### config.mk
export PLATFORM = sky130hd
export DESIGN_NAME = frv_mem_arbiter
export DESIGN_NICKNAME = d
export VERILOG_FILES = /design/src/rtl/frv_mem_arbiter.sv
export SDC_FILE = /design/constraint.sdc
export NUM_CORES = 1
export LEC_CHECK = 0
export BUFFER_PORTS_ARGS = -buffer_cell sky130_fd_sc_hd__buf_2
export CORE_AREA = 2 2 126 128
export CTS_BUF_LIST = sky130_fd_sc_hd__clkbuf_16
export CTS_CLUSTER_DIAMETER = 50
export DETAILED_ROUTE_END_ITERATION = 10
export DIE_AREA = 0 0 128 130
export PLACE_DENSITY = 0.44
export RECOVER_POWER = 25
export SYNTH_ARGS = -nofsm -noshare
export SYNTH_HDL_FRONTEND = slang
export SYNTH_SLANG_ARGS = --single-unit
### constraint.sdc
create_clock -name g_clk -period 3.7 [get_ports g_clk]
set_clock_uncertainty 0.15 [all_clocks]
set_input_delay 0.37 -clock g_clk [delete_from_list [all_inputs] [get_ports g_clk]]
set_output_delay 0.37 -clock g_clk [all_outputs]
set_load 0.005 [all_outputs]
### src/rtl/frv_mem_arbiter.sv
// Two-requester (fetch/data) arbiter onto one memory port with req/gnt and recv/ack handshakes.
// An in-order owner FIFO steers each response back to the requester that issued it.
module frv_mem_arbiter #(
  parameter int unsigned MAX_OUTSTANDING = 4,
  parameter int unsigned STARVE_LIMIT    = 3
) (
  input  logic        g_clk,
  input  logic        g_reset,

  input  logic        i_req,
  input  logic        i_wen,
  input  logic [3:0]  i_strb,
  input  logic [31:0] i_wdata,
  input  logic [31:0] i_addr,
  output logic        i_gnt,
  output logic        i_recv,
  input  logic        i_ack,
  output logic        i_error,
  output logic [31:0] i_rdata,

  input  logic        d_req,
  input  logic        d_wen,
  input  logic [3:0]  d_strb,
  input  logic [31:0] d_wdata,
  input  logic [31:0] d_addr,
  output logic        d_gnt,
  output logic        d_recv,
  input  logic        d_ack,
  output logic        d_error,
  output logic [31:0] d_rdata,

  output logic        m_req,
  output logic        m_wen,
  output logic [3:0]  m_strb,
  output logic [31:0] m_wdata,
  output logic [31:0] m_addr,
  input  logic        m_gnt,
  input  logic        m_recv,
  output logic        m_ack,
  input  logic        m_error,
  input  logic [31:0] m_rdata,

  output logic        arb_err
);

  localparam int unsigned PW = (MAX_OUTSTANDING > 1) ? $clog2(MAX_OUTSTANDING) : 1;
  localparam int unsigned CW = $clog2(MAX_OUTSTANDING + 1);
  localparam int unsigned SW = (STARVE_LIMIT > 0) ? $clog2(STARVE_LIMIT + 1) : 1;

  typedef enum logic {
    OWN_I = 1'b0,
    OWN_D = 1'b1
  } owner_e;

  owner_e          owner_q [MAX_OUTSTANDING];
  logic [PW-1:0]   wr_ptr_q, rd_ptr_q;
  logic [CW-1:0]   count_q, count_d;
  logic [SW-1:0]   starve_q, starve_d;
  logic            lock_q, lock_d;
  owner_e          locked_sel_q, locked_sel_d;
  logic            arb_err_q;

  owner_e          sel;
  owner_e          head;
  logic            sel_req;
  logic            has_room;
  logic            nonempty;
  logic            starve_full;
  logic            push, pop, orphan;

  assign starve_full = (starve_q == SW'(STARVE_LIMIT));
  assign has_room    = (count_q < CW'(MAX_OUTSTANDING));
  assign nonempty    = (count_q != '0);
  assign head        = owner_q[rd_ptr_q];

  // A stalled request keeps the mux pinned via lock so the payload cannot switch under it.
  always_comb begin
    sel = OWN_I;
    if (lock_q) begin
      sel = locked_sel_q;
    end else if (d_req && !(i_req && starve_full)) begin
      sel = OWN_D;
    end
  end

  assign sel_req = (sel == OWN_D) ? d_req : i_req;

  assign m_req   = !g_reset && sel_req && has_room;
  assign m_wen   = (sel == OWN_D) ? d_wen   : i_wen;
  assign m_strb  = (sel == OWN_D) ? d_strb  : i_strb;
  assign m_wdata = (sel == OWN_D) ? d_wdata : i_wdata;
  assign m_addr  = (sel == OWN_D) ? d_addr  : i_addr;

  assign i_gnt   = m_req && m_gnt && (sel == OWN_I);
  assign d_gnt   = m_req && m_gnt && (sel == OWN_D);

  assign i_recv  = !g_reset && m_recv && nonempty && (head == OWN_I);
  assign d_recv  = !g_reset && m_recv && nonempty && (head == OWN_D);
  assign i_rdata = m_rdata;
  assign d_rdata = m_rdata;
  assign i_error = m_error;
  assign d_error = m_error;

  // With nothing outstanding, a response is an orphan and is drained unconditionally.
  always_comb begin
    m_ack = 1'b0;
    if (!g_reset) begin
      if (nonempty) begin
        m_ack = (head == OWN_I) ? i_ack : d_ack;
      end else begin
        m_ack = m_recv;
      end
    end
  end

  assign push    = m_req && m_gnt;
  assign pop     = m_recv && m_ack && nonempty;
  assign orphan  = !g_reset && m_recv && !nonempty;
  assign arb_err = arb_err_q;

  always_comb begin
    count_d = count_q + CW'(push) - CW'(pop);

    starve_d = starve_q;
    if (i_gnt) begin
      starve_d = '0;
    end else if (d_gnt && i_req && !starve_full) begin
      starve_d = starve_q + SW'(1);
    end

    lock_d       = lock_q;
    locked_sel_d = locked_sel_q;
    if (m_req && m_gnt) begin
      lock_d = 1'b0;
    end else if (m_req) begin
      lock_d       = 1'b1;
      locked_sel_d = sel;
    end
  end

  always_ff @(posedge g_clk or posedge g_reset) begin
    if (g_reset) begin
      for (int unsigned k = 0; k < MAX_OUTSTANDING; k++) begin
        owner_q[k] <= OWN_I;
      end
      wr_ptr_q     <= '0;
      rd_ptr_q     <= '0;
      count_q      <= '0;
      starve_q     <= '0;
      lock_q       <= 1'b0;
      locked_sel_q <= OWN_I;
      arb_err_q    <= 1'b0;
    end else begin
      if (push) begin
        owner_q[wr_ptr_q] <= sel;
        wr_ptr_q          <= wr_ptr_q + PW'(1);
      end
      if (pop) begin
        rd_ptr_q <= rd_ptr_q + PW'(1);
      end
      count_q      <= count_d;
      starve_q     <= starve_d;
      lock_q       <= lock_d;
      locked_sel_q <= locked_sel_d;
      if (orphan) begin
        arb_err_q <= 1'b1;
      end
    end
  end

endmodule

# After elaboration in Yosys (flattened, before gate mapping)

Index checks and enable logic that the tools add are counted.

Flip-flop bits (word level): 16
Output and inout bits: 142
Logic and storage cells: 71

Add/sub/neg operators: 5
Order comparisons: 4
Eq/ne operators: 1
Muxes and demuxes: 20
Bitwise operators: 5
Reduce and logical (&&, ||, !) cells: 25

Operators by type and width:

| kind                | number |
|---|---|
| $mux 32             | 2 |
| $logic_and 1x1->1   | 17 |
| $mux 1              | 12 |
| $add 2x1->2 const B | 3 |
| $ge 3x3->1 const B  | 2 |
| $not 2->3           | 2 |
| $bwmux 4            | 1 |
| $logic_not 1->1     | 4 |
| $mux 2              | 2 |
| $mux 4              | 1 |
| $reduce_bool 2->1   | 2 |
| $add 3x1->3         | 1 |
| $lt 3x1->1 const B  | 1 |
| $lt 3x3->1 const B  | 1 |
| $not 1->1           | 3 |
| $reduce_bool 3->1   | 1 |
| $sub 3x1->3         | 1 |
| $bmux 1 s2          | 1 |
| $demux 1 s2         | 1 |
| $eq 2x2->1 const B  | 1 |
| $reduce_and 2->1    | 1 |

# Depth between registers and ports, before layout

Depth after elaboration: 15
Mapped depth: 11
Mapped depth without buffers: 10

# Least setup slack after synthesis

Ideal clock, no wire load.

Path type: flip-flop to flip-flop
Start: register lock_q
End: register count_q[2]
Arrival: 2,635 ps
Data required time: 3,427 ps
Setup slack: 792 ps
Cell stages (with the launch flop): 12
Period minus slack after synthesis: 2,908 ps
Cells stage by stage: dfrtp_1 -> and3b_1 -> or4b_1 -> buf_2 -> or2_1 -> buf_2 -> ha_1 -> inv_1 -> ha_1 -> fa_1 -> xor2_1 -> xnor2_1

Longest elaborated chain between the ends: 7

RTL lines:

| what                            | line | RTL |
|---|---|---|
| start: declaration              | 59   | `logic lock_q, lock_d;` |
| start signal: assignment        | 163  | `lock_q <= lock_d;` |
| $mux 1                          | 79   | `if (lock_q) begin` |
| $mux 1                          | 86   | `assign sel_req = (sel == OWN_D) ? d_req : i_req;` |
| $logic_and 1x1->1 (2 in series) | 88   | `assign m_req = !g_reset && sel_req && has_room;` |
| $logic_and 1x1->1               | 116  | `assign push = m_req && m_gnt;` |
| $add 3x1->3                     | 122  | `count_d = count_q + CW'(push) - CW'(pop);` |
| $sub 3x1->3                     | 122  |  |
| via count_d[2]                  | 57   | `logic [CW-1:0] count_q, count_d;` |
| end signal: assignment          | 161  | `count_q <= count_d;` |
| end: declaration                | 57   |  |

The timed path passes the listed nets, and every way through them passes these cells.
A chain may end at the register's enable or synchronous reset.

# Worst setup path after layout

Ends and elaborated chain as after synthesis.

==> reports/results.tsv <==
metric	value	unit
netlist_top_cells_count	209 x nand2_1, 66 x buf_4, 16 x dfrtp_1	
dieArea	0.0166	sq mm
r2r_slack	0.63	ns
use_met1	10.0	%
grt_pass1_vias	2335	
dieHeight	130	um
grt.total_usage	8.65	%
rows	46	
layout-drive-gt1-share	45.0	%
grt_use_met2	16.1	%
outcome	finished, final reports clean	
ys_async_sr_fraction	100	%
yosysTopAreaCell	nand2_1	
cp_max_fo	7	
cp.arrival	3.05	ns
power_leakage	2.02	nW
cts.clk_slew.worst_paths	0.05	ns
synth_nets	562	
final_hold_viol_count	0	
grt_pass1_wl	11.5	mm
vias	2595	
ys_warn_count	0	
fmax	0.325	GHz
yosysTopAreaCellShare	34.4	%
wl_per_cell	11.2	um
gp_congestion	0.699	
insertion_delay	0.25	ns
power.total	2.02	mW
fin_crit	3.07	ns
synth_edf_count	0	
reg2reg_from	lock_q	
synth.most_common_cell	nand2_1	
yosysSeqAreaShare	17.6	%
cellPowerDensity	634	mW/mm^2
cts_buffers	3	
wirelength	7.96	mm
num-nets-final	709	
cts_tree	yes	
timing.hold.ws	0.0857	ns
setup_tns	0	ns
drv_slew	0	
cts.sinks	16	
critPathKind	reg2reg	
max_slew_margin	46.5	%
endpoint_kind	flop	
use_met3	1.35	%
drc	0	
fin_crit_sh	83.0	%
core_area	0.0154	sq mm
clock_path_buffers	2	
r2r_end	count_q[2]	
ioPinCount	321	
grt_max_degree	49	
startpoint	lock_q	
peakVddDrop	0.000319	V
areaGrowthSynthToFinish	39.8	%
syn_area_per_cell	6.08	sq um
diodes	0	
setup_viol	0	
synthTopCellsByArea	nand2_1 34%, buf_4 22%, dfrtp_1 18%	
routed_via_density	3.64	
syn_area	0.00228	sq mm
dpl.hpwl	6.52	mm
ys.flop_type	dfrtp_1	
first_pass_iters	4	
maxCapViolations	0	
synthCells	375	
ys_types	35	
design_area	0.00319	sq mm
die_w	128	um
cts_root_buffer	clkbuf_16	
required	3.68	ns
cts_resized	0	
grt_overflow	0	
drt_iter0_markers	82	
worstHoldPathType	in2async	
numPortBuffers	221	
ant_nets	0	
antenna_found_initial	0	
hold_buffers	0	
endpoint	count_q[2]	
place_area	0.00311	sq mm
busiest_layer	met2	
cp-start-kind	flop	
cts_setup_buffers	0	
rsz0062_at_grt	false	
dp.cells	709	
stdcell_count	712	
start_util	14.8	%
synth-seq-cells	16	
r2r_cells	9	
worst_pin_slew	0.803	ns
htree_levels	1	
placed cells by master, fill, tap and decap left out:
master     synthesis  final
mux2_2             2      2
mux2i_1            7      7
xor2_1             2      2
a211oi_1           1      1
nand2b_1           1      1
ha_1               7      7
or2b_1             1      1
or2_1              1      1
a21oi_1            2      2
dfrtp_1           16     16
mux2_4             1      1
inv_1              8      8
buf_12             0      1
nor3b_1            5      5
and3_1             1      1
or4b_1             1      1
a22o_2             0      1
o21ai_0            2      2
o22ai_1            1      1
clkbuf_16          0      3
or4_4              1      1
nor2_1             5      5
a21o_1             1      1
buf_2              2    221
buf_4             66      3
fa_1               1      1
nor3_1             2      2
mux2_1             3      3
xnor2_1            2      2
and3b_1            1      1
o31ai_1            1      1
o21a_1             1      1
a22oi_2            0      1
nor2b_1            2      2
nand2_1          209    209
or3_1              2      2
stage by stage:
stage	setup WS, ns	utilization, %
2_1_floorplan	0.792	-
3_3_place_gp	0.652	20.2
3_5_place_dp	0.587	20.2
4_1_cts	0.612	20.7
5_1_grt	0.533	20.7
6_report	0.628	20.7
routing by layer:
layer	share of wire [%]	wire, um
met1	40	3190
met2	51	4050
met3	7.0	559
met4	2.0	158
met5	0	0
final cells by class:
class,count,area [sq um]
fill,1795,12200
tap,192,240
multi-input combinational,268,1290
inverter,8,30.0
clock buffer,3,75.1
timing repair buffer,225,1150
sequential,16,400
report_power, final:
group | leakage (nW) | switching, mW | internal (mW)
clock | 0.0370 | 0.0697 | 0.142
combinational | 1.78 | 0.822 | 0.650
sequential | 0.196 | 0.0778 | 0.260
sequential cells by signal, indices dropped and copies added, names as in the netlist:
register and flops:
wr_ptr_q 2, arb_err 1, starve_q 2, lock_q 1, owner_q 4, rd_ptr_q 2, count_q 3, locked_sel_q 1
worst min-delay path by stage:
stage,slack (ns),to,from,cells past startpoint
after floorplan,0.14,arb_err,g_reset,1
after global placement,0.30,arb_err,arb_err,1
after detailed placement,0.29,arb_err,arb_err,1
after CTS,0.12,arb_err,g_reset,2
after global routing,0.15,arb_err,g_reset,2
final,0.09,arb_err,g_reset,2
logic make-up after synthesis:
| logic type | after synthesis | synth area share [%] |
|---|---|---|
| adder cells (fa/ha/maj) | 8 | 4.72 |
| XOR/XNOR | 4 | 1.54 |
| AO/OA/AOI/OAI | 11 | 3.18 |
| AND/OR/NAND/NOR | 232 | 40.9 |
| multiplexers | 13 | 6.20 |
| buffers and inverters | 91 | 25.9 |
| flip-flops | 16 | 17.6 |
worst max-delay path, cell delays in order, from the launching register on:
cell	delay, ns
dfrtp_1	0.42
and3b_1	0.20
or4b_1	0.60
or2_1	0.38
ha_1	0.32
inv_1	0.04
ha_1	0.18
fa_1	0.38
xor2_1	0.16
xnor2_1	0.12
(Power assumes the default switching activity.)
